--- config.mk ---
export PLATFORM = sky130hd
export DESIGN_NAME = seq_ctrl
export DESIGN_NICKNAME = d
export VERILOG_FILES = /design/src/rtl/ctrl_pkg.sv /design/src/rtl/sc_decoder.sv /design/src/rtl/seq_ctrl.sv
export SDC_FILE = /design/constraint.sdc
export NUM_CORES = 1
export LEC_CHECK = 0
export BUFFER_PORTS_ARGS = -buffer_cell sky130_fd_sc_hd__buf_2
export CORE_MARGIN = 2
export CORE_UTILIZATION = 40
export DETAILED_ROUTE_END_ITERATION = 12
export PLACE_DENSITY = 0.73
export SLEW_MARGIN = 20
export SYNTH_ARGS = -nofsm -noshare
export SYNTH_HDL_FRONTEND = slang
export SYNTH_HIERARCHICAL = 1
export SYNTH_SLANG_ARGS = --single-unit
--- constraint.sdc ---
create_clock -name clk -period 2.02 [get_ports clk]
set_input_delay 0.303 -clock clk [delete_from_list [all_inputs] [get_ports clk]]
set_output_delay 0.303 -clock clk [all_outputs]
set_load 0.02 [all_outputs]
--- src/rtl/ctrl_pkg.sv ---
// Shared step numbering, FSM state encoding and decode helper for the instruction sequencer.
package ctrl_pkg;

  typedef enum logic {
    ST_HALT = 1'b0,
    ST_RUN  = 1'b1
  } state_t;

  // Action steps; the odd step after each one settles or waits on memory.
  localparam logic [3:0] T_FETCH_AR = 4'd0;
  localparam logic [3:0] T_FETCH_IR = 4'd2;
  localparam logic [3:0] T_DECODE   = 4'd4;
  localparam logic [3:0] T_INDIR    = 4'd6;
  localparam logic [3:0] T_OPER     = 4'd8;
  localparam logic [3:0] T_EXEC     = 4'd10;

  localparam logic [3:0] T_REG_END  = T_INDIR + 4'd1;
  localparam logic [3:0] T_MEM_END  = T_EXEC + 4'd1;

  localparam logic [3:0] T_IR_WAIT    = T_FETCH_IR + 4'd1;
  localparam logic [3:0] T_INDIR_WAIT = T_INDIR + 4'd1;
  localparam logic [3:0] T_OPER_WAIT  = T_OPER + 4'd1;

  localparam int OP_REGIO = 7;
  localparam int HLT_BIT  = 0;

  function automatic logic [7:0] op_onehot(input logic [2:0] op);
    op_onehot = 8'b0000_0001 << op;
  endfunction

endpackage

--- src/rtl/sc_decoder.sv ---
// 4-to-16 one-hot decoder with enable; produces the T0..T15 timing vector from SC.
module sc_decoder
  import ctrl_pkg::*;
(
  input  logic [3:0]  sel_i,
  input  logic        en_i,
  output logic [15:0] onehot_o
);

  always_comb begin
    onehot_o = 16'h0000;
    if (en_i) begin
      onehot_o[sel_i] = 1'b1;
    end
  end

endmodule

--- src/rtl/seq_ctrl.sv ---
// Instruction sequencer: owns SC, HALT/RUN control, single-step and memory wait stretching.
// Produces the one-hot timing vector and the opcode decode latched at T4.
module seq_ctrl
  import ctrl_pkg::*;
(
  input  logic        clk,
  input  logic        rst_n,
  input  logic        start,
  input  logic        step,
  input  logic        mem_rdy,
  input  logic [15:0] ir_odat,
  output logic [15:0] dec_signal,
  output logic [7:0]  dec,
  output logic [3:0]  sc_value,
  output logic        running,
  output logic        instr_done
);

  state_t     state_q, state_d;
  logic [3:0] sc_q, sc_d;
  logic       step_mode_q, step_mode_d;
  logic [7:0] dec_q, dec_d;

  logic is_regio;
  logic is_hlt;
  logic end_step;
  logic mem_wait;

  assign is_regio = dec_q[OP_REGIO];
  assign is_hlt   = is_regio & ~ir_odat[15] & ir_odat[HLT_BIT];
  assign end_step = is_regio ? (sc_q == T_REG_END) : (sc_q == T_MEM_END);

  // The T7 wait only applies to indirect memory-ref; T9 to any memory-ref.
  assign mem_wait = ~mem_rdy &
                    ((sc_q == T_IR_WAIT) |
                     ((sc_q == T_INDIR_WAIT) & ~is_regio & ir_odat[15]) |
                     ((sc_q == T_OPER_WAIT) & ~is_regio));

  always_ff @(posedge clk or negedge rst_n) begin
    if (!rst_n) begin
      state_q     <= ST_HALT;
      sc_q        <= T_FETCH_AR;
      step_mode_q <= 1'b0;
      dec_q       <= 8'h00;
    end else begin
      state_q     <= state_d;
      sc_q        <= sc_d;
      step_mode_q <= step_mode_d;
      dec_q       <= dec_d;
    end
  end

  always_comb begin
    state_d     = state_q;
    sc_d        = sc_q;
    step_mode_d = step_mode_q;
    dec_d       = dec_q;
    case (state_q)
      ST_HALT: begin
        sc_d = T_FETCH_AR;
        if (start || step) begin
          state_d     = ST_RUN;
          step_mode_d = step;
        end
      end
      ST_RUN: begin
        if (sc_q == T_DECODE) begin
          dec_d = op_onehot(ir_odat[14:12]);
        end
        // T12..T15 are unreachable in legal operation; recover to T0.
        if (sc_q > T_MEM_END) begin
          sc_d = T_FETCH_AR;
        end else if (end_step) begin
          sc_d = T_FETCH_AR;
          if (is_hlt || step_mode_q) begin
            state_d     = ST_HALT;
            step_mode_d = 1'b0;
          end
        end else if (!mem_wait) begin
          sc_d = sc_q + 4'd1;
        end
      end
      default: begin
        state_d = ST_HALT;
        sc_d    = T_FETCH_AR;
      end
    endcase
  end

  always_comb begin
    running    = (state_q == ST_RUN);
    instr_done = (state_q == ST_RUN) & end_step;
    dec        = dec_q;
    sc_value   = sc_q;
  end

  sc_decoder u_sc_decoder (
    .sel_i    (sc_q),
    .en_i     (running),
    .onehot_o (dec_signal)
  );

endmodule

# Word level (Yosys, flattened, before mapping)
# Index checks and enable logic that the tools add are counted.
dict set report word_totals {
  reg_bits 14
  latchBits 0
  ram_bits 0
  rom_bits 0
  output_inout_bits 30
  n_memories 0
}
dict set report classes {
  n_addsub 1
  mul 0
  n_div 0
  order_cmp 3
  eq_ne 10
  n_shift 1
  n_mux 18
  bitwise 13
  n_reduce_logical 5
}
# operator count
set op_table {}
lappend op_table {{2-to-1 mux 16 bit} 1}
lappend op_table {{2-to-1 mux 4 bit} 3}
lappend op_table {{2-to-1 mux 1 bit} 10}
lappend op_table {{equality test 4 x 3 -> 1 bit (second input constant)} 2}
lappend op_table {{equality test 4 bit (second input constant)} 2}
lappend op_table {{one-hot mux 4 bit (2 select lines)} 1}
lappend op_table {{left shift 1 x 3 -> 8 bit (first input constant)} 1}
lappend op_table {{bitwise AND 1 bit} 7}
lappend op_table {{< comparator 4 x 5 -> 1 bit (second input constant)} 1}
lappend op_table {{adder 4 x 1 -> 4 bit (second input constant)} 1}
lappend op_table {{demux 1 bit (select 4 bit)} 1}
lappend op_table {{equality test 4 x 2 -> 1 bit (second input constant)} 1}
lappend op_table {{greater-or-equal comparator 4 x 1 -> 1 bit (second input constant)} 1}
lappend op_table {{> comparator 4 bit (second input constant)} 1}
lappend op_table {{inequality test 2 x 1 -> 1 bit (second input constant)} 2}
lappend op_table {{inequality test 2 bit (second input constant)} 2}
lappend op_table {{inequality test 4 x 3 -> 1 bit (second input constant)} 1}
lappend op_table {{NOT 1 bit} 4}
lappend op_table {{one-hot mux 1 bit (2 select lines)} 2}
lappend op_table {{AND reduction 4 bit} 1}
lappend op_table {{logical OR 1 bit} 2}
lappend op_table {{bitwise OR 1 bit} 2}
lappend op_table {{AND reduction 2 bit} 1}
lappend op_table {{logical AND 1 bit} 1}

# Longest topological paths before layout
# Gate-level depths: netlist of the first run.
dict set report logic_depth {
  depth_word 10
  mapped_depth 6
}

# By module
# Netlist of the first run, hierarchy kept.
# mod instances cells_each area_per_inst_um2
set modules_own_cells {}
lappend modules_own_cells {seq_ctrl 1 77 798.3}
lappend modules_own_cells {sc_decoder 1 23 117.6}

# Least setup slack after synthesis of the first run
# OpenSTA, ideal clock, no wires.
dict set report synth_path {
  path_kind {flip-flop to flip-flop}
  start {register sc_q[0] (netlist: sc_value[0])}
  end {register sc_q[0] (netlist: sc_value[0])}
  setup_ps 125
  t_arrival_ps 1626
  t_required_ps 1895
  slack_ps 269
  path_stages_with_launch 6
  period_less_slack_ps 1751
  cell_sequence {dfrtp_1 > ha_1 > nand2b_1 > a21oi_1 > o21a_4 > mux2_2}
}
dict set report synth_via {
  elab_chain_len 7
}
# element line
set synth_rtl {}
lappend synth_rtl {{start, declared} seq_ctrl.sv:20} ;# logic [3:0] sc_q, sc_d;
lappend synth_rtl {{start signal, assigned} seq_ctrl.sv:42} ;# sc_q <= T_FETCH_AR;
lappend synth_rtl {{start signal, assigned} seq_ctrl.sv:47} ;# sc_q <= sc_d;
lappend synth_rtl {{equality test 4 x 3 -> 1 bit} {seq_ctrl.sv:31, seq_ctrl.sv:36}}
lappend synth_rtl {{bitwise AND 1 bit (2 in a row)} seq_ctrl.sv:36} ;# ((sc_q == T_INDIR_WAIT) & ~is_regio & ir_odat[15]) |
lappend synth_rtl {{bitwise OR 1 bit} seq_ctrl.sv:35} ;# ((sc_q == T_IR_WAIT) |
lappend synth_rtl {{bitwise OR 1 bit} seq_ctrl.sv:36}
lappend synth_rtl {{bitwise AND 1 bit} seq_ctrl.sv:34} ;# assign mem_wait = ~mem_rdy &
lappend synth_rtl {{inequality test 4 x 3 -> 1 bit (no source line)} --}
# Parallel ways exist; a longest one is shown, timed or not. The select of a mux whose other input is x is not followed.
# A chain may end at the register's enable or synchronous reset.

# Worst setup path in the final report of the first run
dict set report layout_path {
  start {register sc_q[3] (netlist: sc_value[3])}
  end {output dec_signal[0]}
}
dict set report layout_via {
  elab_chain_len 5
}
# element line
set layout_rtl {}
lappend layout_rtl {{< comparator 4 x 5 -> 1 bit (implied by the code) / greater-or-equal comparator 4 x 1 -> 1 bit (equally long branches)} sc_decoder.sv:13} ;# onehot_o[sel_i] = 1'b1;
lappend layout_rtl {{logical AND 1 bit (implied by the code)} sc_decoder.sv:13}
lappend layout_rtl {{2-to-1 mux 1 bit (implied by the code)} sc_decoder.sv:13}
lappend layout_rtl {{demux 1 bit (select 4 bit) *} --}
lappend layout_rtl {{2-to-1 mux 16 bit *} sc_decoder.sv:12} ;# if (en_i) begin
lappend layout_rtl {{end, declared} seq_ctrl.sv:12} ;# output logic [15:0] dec_signal,
# Mark *: on every way between the ends. The rest lies on a longest branch, timed or not.

==> metrics.md, run 1 <==
| Metric | Value |
|---|---|
| Outcome | complete, no violations |
| Sequential power share | 0.286 |
| Largest family of logic cells by synthesized area | simple AND/OR/NAND/NOR gates |
| Worst VDD drop | 0.906 mV |
| 1st-pass router iterations | 5 |
| Pwr dens | 1480 nW/µm² |
| Final-report hold violation count | 0 |
| Most frequent cell after synthesis | dfrtp_1 |
| Async SR Flop Fraction | 1.00 |
| FF+latch count, synth | 14 |
| Post-route minimum period | 1900 ps |
| Commonest cells post-synth | dfrtp_1, nor2_1, nand2_1, o41ai_1, inv_1 |
| Mean post-synth cell area | 9.16 µm² |
| Initial Utilization | 0.418 |
| Arr. time, crit path | 1600 ps |
| Crit-path max FO | 7 |
| Final setup margin | 115 ps |
| Final wirelength | 2370 µm |
| GPL Wtd Cong | 0.806 |
| Crit-path cells | buf_4 -> or3b_4 -> nor3_2 -> buf_2 |
| Final setup TNS | 0 ps |
| Synthesis-to-finish area growth | 37.6% |
| Period utilisation layout | 0.943 |
| DP Wirelength | 1680 µm |
| CTS Buf Count | 3 |
| Max-cap violations | 0 |
| H-tree Lvls | 1 |
| Kind of critical path | flop to output pin |
| CTS tree | done |
| Wire length of the first global-routing pass | 3680 µm |
| RSZ-0062 raised after global routing | false |
| Synth Area in Adders | 0.0410 |
| Routed vias | 976 |
| Critical Path End Type | output pin |
| GRT Total Usage | 0.177 |
| Total gr overflow | 0 |
| Via density per instance | 5.42 |
| Clock latency on the worst-skew pair | 280 ps |
| Layout cell share with drive strength beyond 1 | 0.461 |
| Startpoint Class | flop |
| Fmax | 0.525 GHz |
| Synth Area in Simple Gates | 0.303 |
| Clock power share | 0.081 |
| Combinational fraction of design power | 0.633 |
| DR WL/cell | 13.1 µm |
| Number of synthesized flops with an enable pin | 0 |
| Filler cells | 204 |
| Leakage | 0.651 nW |
| Post-route DRC | 0 |
| Synth Warn # | 6 |
| Critical Path RT | 1720 ps |
| Post-synth top flop | dfrtp_1 |
| Slew HR | 0.800 |
| Main area contributors after synthesis | dfrtp_1, o41ai_1, nor2_1 |
| Hold Path Class | primary input to flop |
| Die area | 2690 µm² |
| Mapped Cells | 100 |
| Initial antenna violation count | 0 |
| ANT nets after route | 0 |
| Multiplexer area fraction after synthesis | 0.0396 |
| Placed cell count | 167 |
| Crit-path slowest cell | dfrtp_2 |
| Pint | 0.965 mW |
| Root Buffer | clkbuf_4 |
| Area taken by flip-flops and latches | 355 µm² |
| Final core occ | 0.575 |
| Largest net degree at the start of global routing | 17 |
| Area of the multi-input gates | 533 µm² |
| Mapped Nets | 124 |
| I/O pin total | 51 |
| Measured slew at the worst slew-check pin | 296 ps |
| N_diodes | 0 |
| Kind of cell adding the most delay to the critical path | simple AND/OR/NAND/NOR gates |
| CP bufs+invs | 2 |
| Final non-filler cell total | 180 |
| Setup violations, final | 0 |
| Core area | 2190 µm² |
| Post-synthesis sequential area ratio | 0.383 |
| Mapped cell area | 916 µm² |
| First-iteration detailed-routing DRC count | 11 |
| Yosys cell types | 33 |
| Leading area contributor after synthesis | dfrtp_1 |
| Maximum root-to-sink buffer count | 2 |
| Max Slew Vio Count | 0 |
| CP max stage delay | 440 ps |
| Final Skew | 2.25 ps |
| Vias in the first global route | 822 |
| Rows | 17 |
| Synth Area in Compound Gates | 0.195 |
| Synth top area share | 0.383 |
| Clock transition at path regs | 80 ps |
| Post-Synth XOR/XNOR Area | 0 |
| CTS Sinks | 14 |
| I/O Buffers | 39 |
| Total chip power | 1.86 mW |
| DIE HEIGHT | 51.9 µm |
| Post-Place Setup Slack | 209 ps |
| Switch Pwr | 0.899 mW |
| Die X | 51.9 µm |
| Sw Ratio | 0.482 |
| Final net count | 178 |
-- area by class of cell --
cell class / instances / share of cell area
Clock buffer: 3 / 0.0179
Inverter: 7 / 0.0209
Multi-Input combinational cell: 77 / 0.423
Sequential cell: 14 / 0.282
Tap cell: 28 / 0.0278
Timing Repair Buffer: 51 / 0.228
-- layout by cell type, fill, tap and decap left out, drive strengths merged --
master	Yosys	layout
buf	1	50
inv	7	7
a211oi	1	1
clkbuf	1	3
and4bb	1	1
dlygate4sd3	0	1
nor2	13	13
a31oi	2	2
nand3	4	4
nand3b	3	3
a31o	1	1
mux2i	1	1
ha	3	3
nand2b	5	5
dfrtp	14	14
nand4	1	1
nor3	6	6
o41ai	8	8
nand2	12	12
and3b	1	1
and2	1	1
o21a	1	1
o22ai	1	1
or3b	2	2
mux2	2	2
nor2b	1	1
a21oi	2	2
a21boi	1	1
and2b	1	1
a21bo	1	1
o31ai	2	2
-- registers in the layout (all words and copies together) (netlist names) --
name         flops
dec              8
running          1
sc_value         4
step_mode_q      1
-- power groups by stage --
| stage | Clock [mW] | Sequential, mW | Combinational [mW] |
|---|---|---|---|
| CTS | 0.154 | 0.559 | 1.06 |
| finish | 0.151 | 0.532 | 1.18 |
| floorplan | 0 | 0.685 | 0.585 |
| global placement | 0 | 0.543 | 1.02 |
| detailed placement | 0 | 0.553 | 1.06 |
| global route | 0.170 | 0.551 | 1.28 |
-- metrics by stage --
stage,hold slack (ps),area [µm²]
after floorplan,7.41,916
after global placement,208,1150
after detailed placement,213,1150
after CTS,266,1190
after global routing,267,1260
final,267,1260
-- what timing repair did --
action | CTS | global route
endpoints found under the hold margin | 14 | 0
gates resized for setup | 5 | 0
cloned | 0 | 0
buffers inserted | 0 | 9
hold buffers | 1 | 0
pin swaps | 0 | 1
endpoints found under the setup margin | 1 | 1
-- logic make-up (layout without fill, tap and decap cells) --
family,Yosys count,in the layout
mux,3,3
compound gates,20,20
flops,14,14
fa+ha+maj,3,3
simple gates,51,51
buf+inv,9,61
-- path summary, 6_finish.rpt --
check | slack [ps] | endpoint | from | cells after the start
setup / recovery | 120 | dec_signal[0] | sc_value[3]$_DFFE_PN0P_ | 4
hold / removal | 270 | dec[1]$_DFFE_PN0P_ | ir_odat[14] | 2
setup reg to reg | 160 | sc_value[0]$_DFFE_PN0P_ | dec[7]$_DFFE_PN0P_ | 5
hold reg to reg | 480 | dec[2]$_DFFE_PN0P_ | dec[2]$_DFFE_PN0P_ | 2
max in group asynchronous | 1330 | sc_value[1]$_DFFE_PN0P_ | rst_n | 2
min in group asynchronous | 440 | dec[3]$_DFFE_PN0P_ | rst_n | 2
-- metal layers --
| layer | wire [µm] | track usage | vias up |
|---|---|---|---|
| met4 | 46 | 0.0746 | 0 |
| met3 | 151 | 0.0230 | 6 |
| met1 | 1040 | 0.226 | 467 |
| met2 | 1130 | 0.297 | 38 |
| li1 | - | - | 465 |
| met5 | 0 | 0 | - |
Note: power is estimated with default switching activity, not from simulation.
==> run 2: changes to the inputs <==
ABC_CLOCK_PERIOD_IN_PS = 2020   (was not set)
MAX_ROUTING_LAYER = met4   (was not set)
==> metrics.md, run 2 (synthesis gave the netlist of run 1 again) <==
| Metric | Value |
|---|---|
| Outcome | complete, no violations |
| Max Slew Vio Count | 0 |
| Kind of cell adding the most delay to the critical path | simple AND/OR/NAND/NOR gates |
| Die area | 2690 µm² |
| Critical Path End Type | output pin |
| Critical Path Stages | 4 |
| Clock latency on the worst-skew pair | 280 ps |
| Rows | 17 |
| Filler cells | 204 |
| CTS Sinks | 14 |
| R2r startpoint | dec[7]$_DFFE_PN0P_ |
| Period utilisation layout | 0.942 |
| Arr. time, crit path | 1600 ps |
| Hold path endpoint | dec[1]$_DFFE_PN0P_ |
| Fmax | 0.525 GHz |
| CP bufs+invs | 2 |
| Hold WS | 266 ps |
| Core area | 2190 µm² |
| DIE HEIGHT | 51.9 µm |
| Via density per instance | 5.42 |
| CTS Buf Count | 3 |
| Post-route DRC | 0 |
| Pwr dens | 1480 nW/µm² |
| CTS tree | done |
| GPL Wtd Cong | 0.818 |
| Crit-path slowest cell | dfrtp_2 |
| Initial Utilization | 0.418 |
| First-iteration detailed-routing DRC count | 21 |
| Commonest non-fill, non-tap cells in the layout | buf_2, nor2_1, nand2_1 |
| Clock transition at path regs | 80 ps |
| Root Buffer | clkbuf_4 |
| Hold Path Class | primary input to flop |
| ANT nets after route | 0 |
| Max FFs per register | 8 |
| I/O pin total | 51 |
| DR WL/cell | 13.1 µm |
| Crit-path max FO | 7 |
| Slew HR | 0.800 |
| Dpl cell area | 1150 µm² |
| Critical Path RT | 1720 ps |
| Leakage | 0.651 nW |
| Reg2reg end | sc_value[0]$_DFFE_PN0P_ |
| Measured slew at the worst slew-check pin | 296 ps |
| Final Skew | 3.62 ps |
| Maximum root-to-sink buffer count | 2 |
| Vias in the first global route | 824 |
| GRT Total Usage | 0.180 |
| Routed vias | 976 |
| N_diodes | 0 |
| R2R depth | 5 |
| Design area | 1260 µm² |
| Final setup TNS | 0 ps |
| Startpoint Class | flop |
| Layout cell share with drive strength beyond 1 | 0.461 |
| Initial antenna violation count | 0 |
| I/O Buffers | 39 |
| RSZ-0062 raised after global routing | false |
| Wire length of the first global-routing pass | 3650 µm |
| Worst VDD drop | 0.907 mV |
| Most common cell after layout, fill and taps aside | buf_2 |
| Final-report hold violation count | 0 |
| Post-route minimum period | 1900 ps |
| Synthesis-to-finish area growth | 37.6% |
| Kind of critical path | flop to output pin |
| H-tree Lvls | 1 |
| Total gr overflow | 0 |
| Largest net degree at the start of global routing | 17 |
| Die X | 51.9 µm |
| DP Wirelength | 1680 µm |
| Hold wc startpoint | ir_odat[14] |
| Final core occ | 0.575 |
| WHS Path Cells | 2 |
| Crit-path cells | buf_4 -> or3b_4 -> nor3_2 -> buf_2 |
| Final net count | 178 |
| 1st-pass router iterations | 5 |
| Final wirelength | 2350 µm |
| Setup violations, final | 0 |
| Max-cap violations | 0 |
| CP max stage delay | 440 ps |
| Reg2reg setup slack | 160 ps |
## run 2: worst max path at each step
stage / slack (ps) / end / start
after CTS: 10 / instr_done / sc_value[2]$_DFFE_PN0P_
after floorplan: 270 / sc_value[0]$_DFFE_PN0P_ / sc_value[0]$_DFFE_PN0P_
after global placement: 250 / instr_done / sc_value[3]$_DFFE_PN0P_
after global routing: 30 / dec_signal[3] / sc_value[3]$_DFFE_PN0P_
final: 120 / dec_signal[0] / sc_value[3]$_DFFE_PN0P_
after detailed placement: 210 / sc_value[0]$_DFFE_PN0P_ / sc_value[2]$_DFFE_PN0P_
## run 2: per-layer routing
| metal | GRT usage | share of wire | vias up | wire [µm] |
|---|---|---|---|---|
| li1 | - | - | 466 | - |
| met1 | 0.223 | 0.43 | 463 | 1020 |
| met2 | 0.297 | 0.48 | 40 | 1130 |
| met3 | 0.0230 | 0.063 | 7 | 147 |
| met4 | 0.0746 | 0.022 | 0 | 52 |
| met5 | - | 0 | - | 0 |
## run 2: layout make-up
class	instances	area, µm²	share of cell area
flip-flops and latches	14	355	0.282
inverters	7	26.3	0.0209
well taps	28	35.0	0.0278
repair buffers	51	288	0.228
clock buffers	3	22.5	0.0179
multi-input cells	77	533	0.423
## run 2: power by group
group          total (mW)  switching, mW  internal [mW]
clock               0.151         0.0816         0.0691
combinational        1.18          0.693          0.488
sequential          0.533          0.125          0.408
total                1.86          0.899          0.965
## run 2: per-stage QoR
stage               power [mW]  worst slack [ps]  cells
floorplan                 1.27               269    100
global placement          1.56               250    167
CTS                       1.77              10.7    171
finish                    1.86               116    180
detailed placement        1.61               209    167
global route              2.00              29.6    180
## run 2: what timing repair did
item,4_1_cts,5_1_grt
hold buffers,1,0
buffers inserted,0,9
endpoints found under the hold margin,14,0
setup endpoints to repair,1,1
gates resized for setup,5,0
pin swaps,0,1
==> run 3: changes to the inputs <==
SETUP_SLACK_MARGIN = 0.4   (was not set)
==> metrics.md, run 3 (synthesis gave the netlist of run 1 again) <==
| Metric | Value |
|---|---|
| Arr. time, crit path | 1580 ps |
| Layout cell share with drive strength beyond 1 | 0.586 |
| Clock latency on the worst-skew pair | 270 ps |
| Leakage | 0.749 nW |
| Die X | 51.9 µm |
| CP bufs+invs | 2 |
| CP max stage delay | 440 ps |
| Crit-path slowest cell | dfrtp_2 |
| Hold Path Class | primary input to flop |
| Hold path endpoint | dec[0]$_DFFE_PN0P_ |
| First-iteration detailed-routing DRC count | 10 |
| R2r startpoint | sc_value[3]$_DFFE_PN0P_ |
| Kind of cell adding the most delay to the critical path | simple AND/OR/NAND/NOR gates |
| Max Slew Vio Count | 0 |
| WHS Path Cells | 2 |
| RSZ-0062 raised after global routing | true |
| Outcome | complete, no violations |
| DP Wirelength | 1580 µm |
| Total chip power | 2.27 mW |
| Area taken by flip-flops and latches | 357 µm² |
| Largest net degree at the start of global routing | 17 |
| Wire length of the first global-routing pass | 3940 µm |
| Commonest non-fill, non-tap cells in the layout | buf_2, buf_4, nand2_1 |
| Worst VDD drop | 0.874 mV |
| GRT Total Usage | 0.198 |
| Final net count | 187 |
| I/O Buffers | 39 |
| Via density per instance | 5.42 |
| ANT nets after route | 0 |
| Measured slew at the worst slew-check pin | 275 ps |
| Post-route minimum period | 1880 ps |
| Crit-path cells | buf_6 -> or3b_4 -> nor3_2 -> buf_4 |
| Setup violations, final | 0 |
| Slew HR | 0.814 |
| Startpoint Class | flop |
| DR WL/cell | 15.2 µm |
| Reg2reg setup slack | 200 ps |
| Routed vias | 1030 |
| Die area | 2690 µm² |
| GPL Wtd Cong | 0.842 |
| Final Skew | 8.32 ps |
| R2R depth | 6 |
| Most common cell after layout, fill and taps aside | buf_2 |
| Clock transition at path regs | 80 ps |
| Critical Path Stages | 4 |
| CTS tree | done |
| Rows | 17 |
| Crit-path max FO | 5 |
| Initial antenna violation count | 0 |
| I/O pin total | 51 |
| DIE HEIGHT | 51.9 µm |
| Final setup TNS | 0 ps |
| Period utilisation layout | 0.931 |
| Maximum root-to-sink buffer count | 2 |
| Kind of critical path | flop to output pin |
| Initial Utilization | 0.418 |
| H-tree Lvls | 1 |
| Max-cap violations | 0 |
| Hold WS | 299 ps |
| CTS Buf Count | 3 |
| Fmax | 0.532 GHz |
| Critical Path RT | 1720 ps |
| Synthesis-to-finish area growth | 66.5% |
| CTS Sinks | 14 |
| Hold wc startpoint | ir_odat[13] |
| Root Buffer | clkbuf_4 |
| Vias in the first global route | 917 |
| Reg2reg end | sc_value[0]$_DFFE_PN0P_ |
| Total gr overflow | 0 |
| Final wirelength | 2900 µm |
| Post-route DRC | 0 |
| Final-report hold violation count | 0 |
| Filler cells | 168 |
| Max FFs per register | 8 |
| Area of the multi-input gates | 661 µm² |
| Pwr dens | 1490 nW/µm² |
| N_diodes | 0 |
| Critical Path End Type | output pin |
| Core area | 2190 µm² |
| 1st-pass router iterations | 4 |
run 3: changes by cell type in the layout (fill, tap and decap cells not counted), sizes merged:
cell / before / now
buf: 50 / 58
clkbuf: 3 / 4
nand3: 4 / 5
run 3: what timing repair did:
action / CTS / global route
hold endpoints to repair: 14 / 0
hold buffers: 1 / 0
resized for setup: 13 / 30
buffers inserted: 11 / 7
endpoints found under the setup margin: 8 / 29
pin swaps: 4 / 9
cloned: 0 / 1
run 3: metrics by stage:
step	setup slack, ps	cell area [µm²]	util	cells
after global placement	316	1150	0.527	166
final	139	1530	0.696	190
after CTS	149	1330	0.605	182
after floorplan	396	926	-	100
after detailed placement	296	1150	0.527	166
after global routing	107	1530	0.696	190
run 3: worst max path at each step:
stage                                        from  slack [ps]                       to
after floorplan                dec[7]$_DFFE_PN0P_         400  sc_value[0]$_DFFE_PN0P_
after CTS                 sc_value[2]$_DFFE_PN0P_         150               instr_done
after detailed placement  sc_value[3]$_DFFE_PN0P_         300               instr_done
after global routing      sc_value[3]$_DFFE_PN0P_         110            dec_signal[0]
final                     sc_value[3]$_DFFE_PN0P_         140            dec_signal[0]
after global placement    sc_value[2]$_DFFE_PN0P_         320               instr_done
run 3: area by class of cell:
class / instances / area share
clock buffers: 4 / 0.0172
flip-flops and latches: 14 / 0.234
well taps: 28 / 0.0230
multi-input cells: 78 / 0.433
repair buffers: 59 / 0.276
inverters: 7 / 0.0172
run 3: power by group:
group	switching (mW)	total (mW)	internal, mW
Sequential	0.123	0.533	0.410
Clock	0.0810	0.158	0.0765
Combinational	0.854	1.58	0.725
run 3: worst reg2reg max path, delay by kind of cell (launching register included):
kind                   cells  cell delay, ps
muxes                      2             570
buffers and inverters      2             270
AOI/OAI and AO/OA          2             430
DFF                        1             440
run 3: metal layers:
metal  vias to the layer above  wire [µm]  global-route usage
li1                        488          -                   -
met1                       513       1260               0.243
met2                        27       1520               0.321
met3                         2        103              0.0172
met4                         0         12               0.114
met5                         -          0                   -
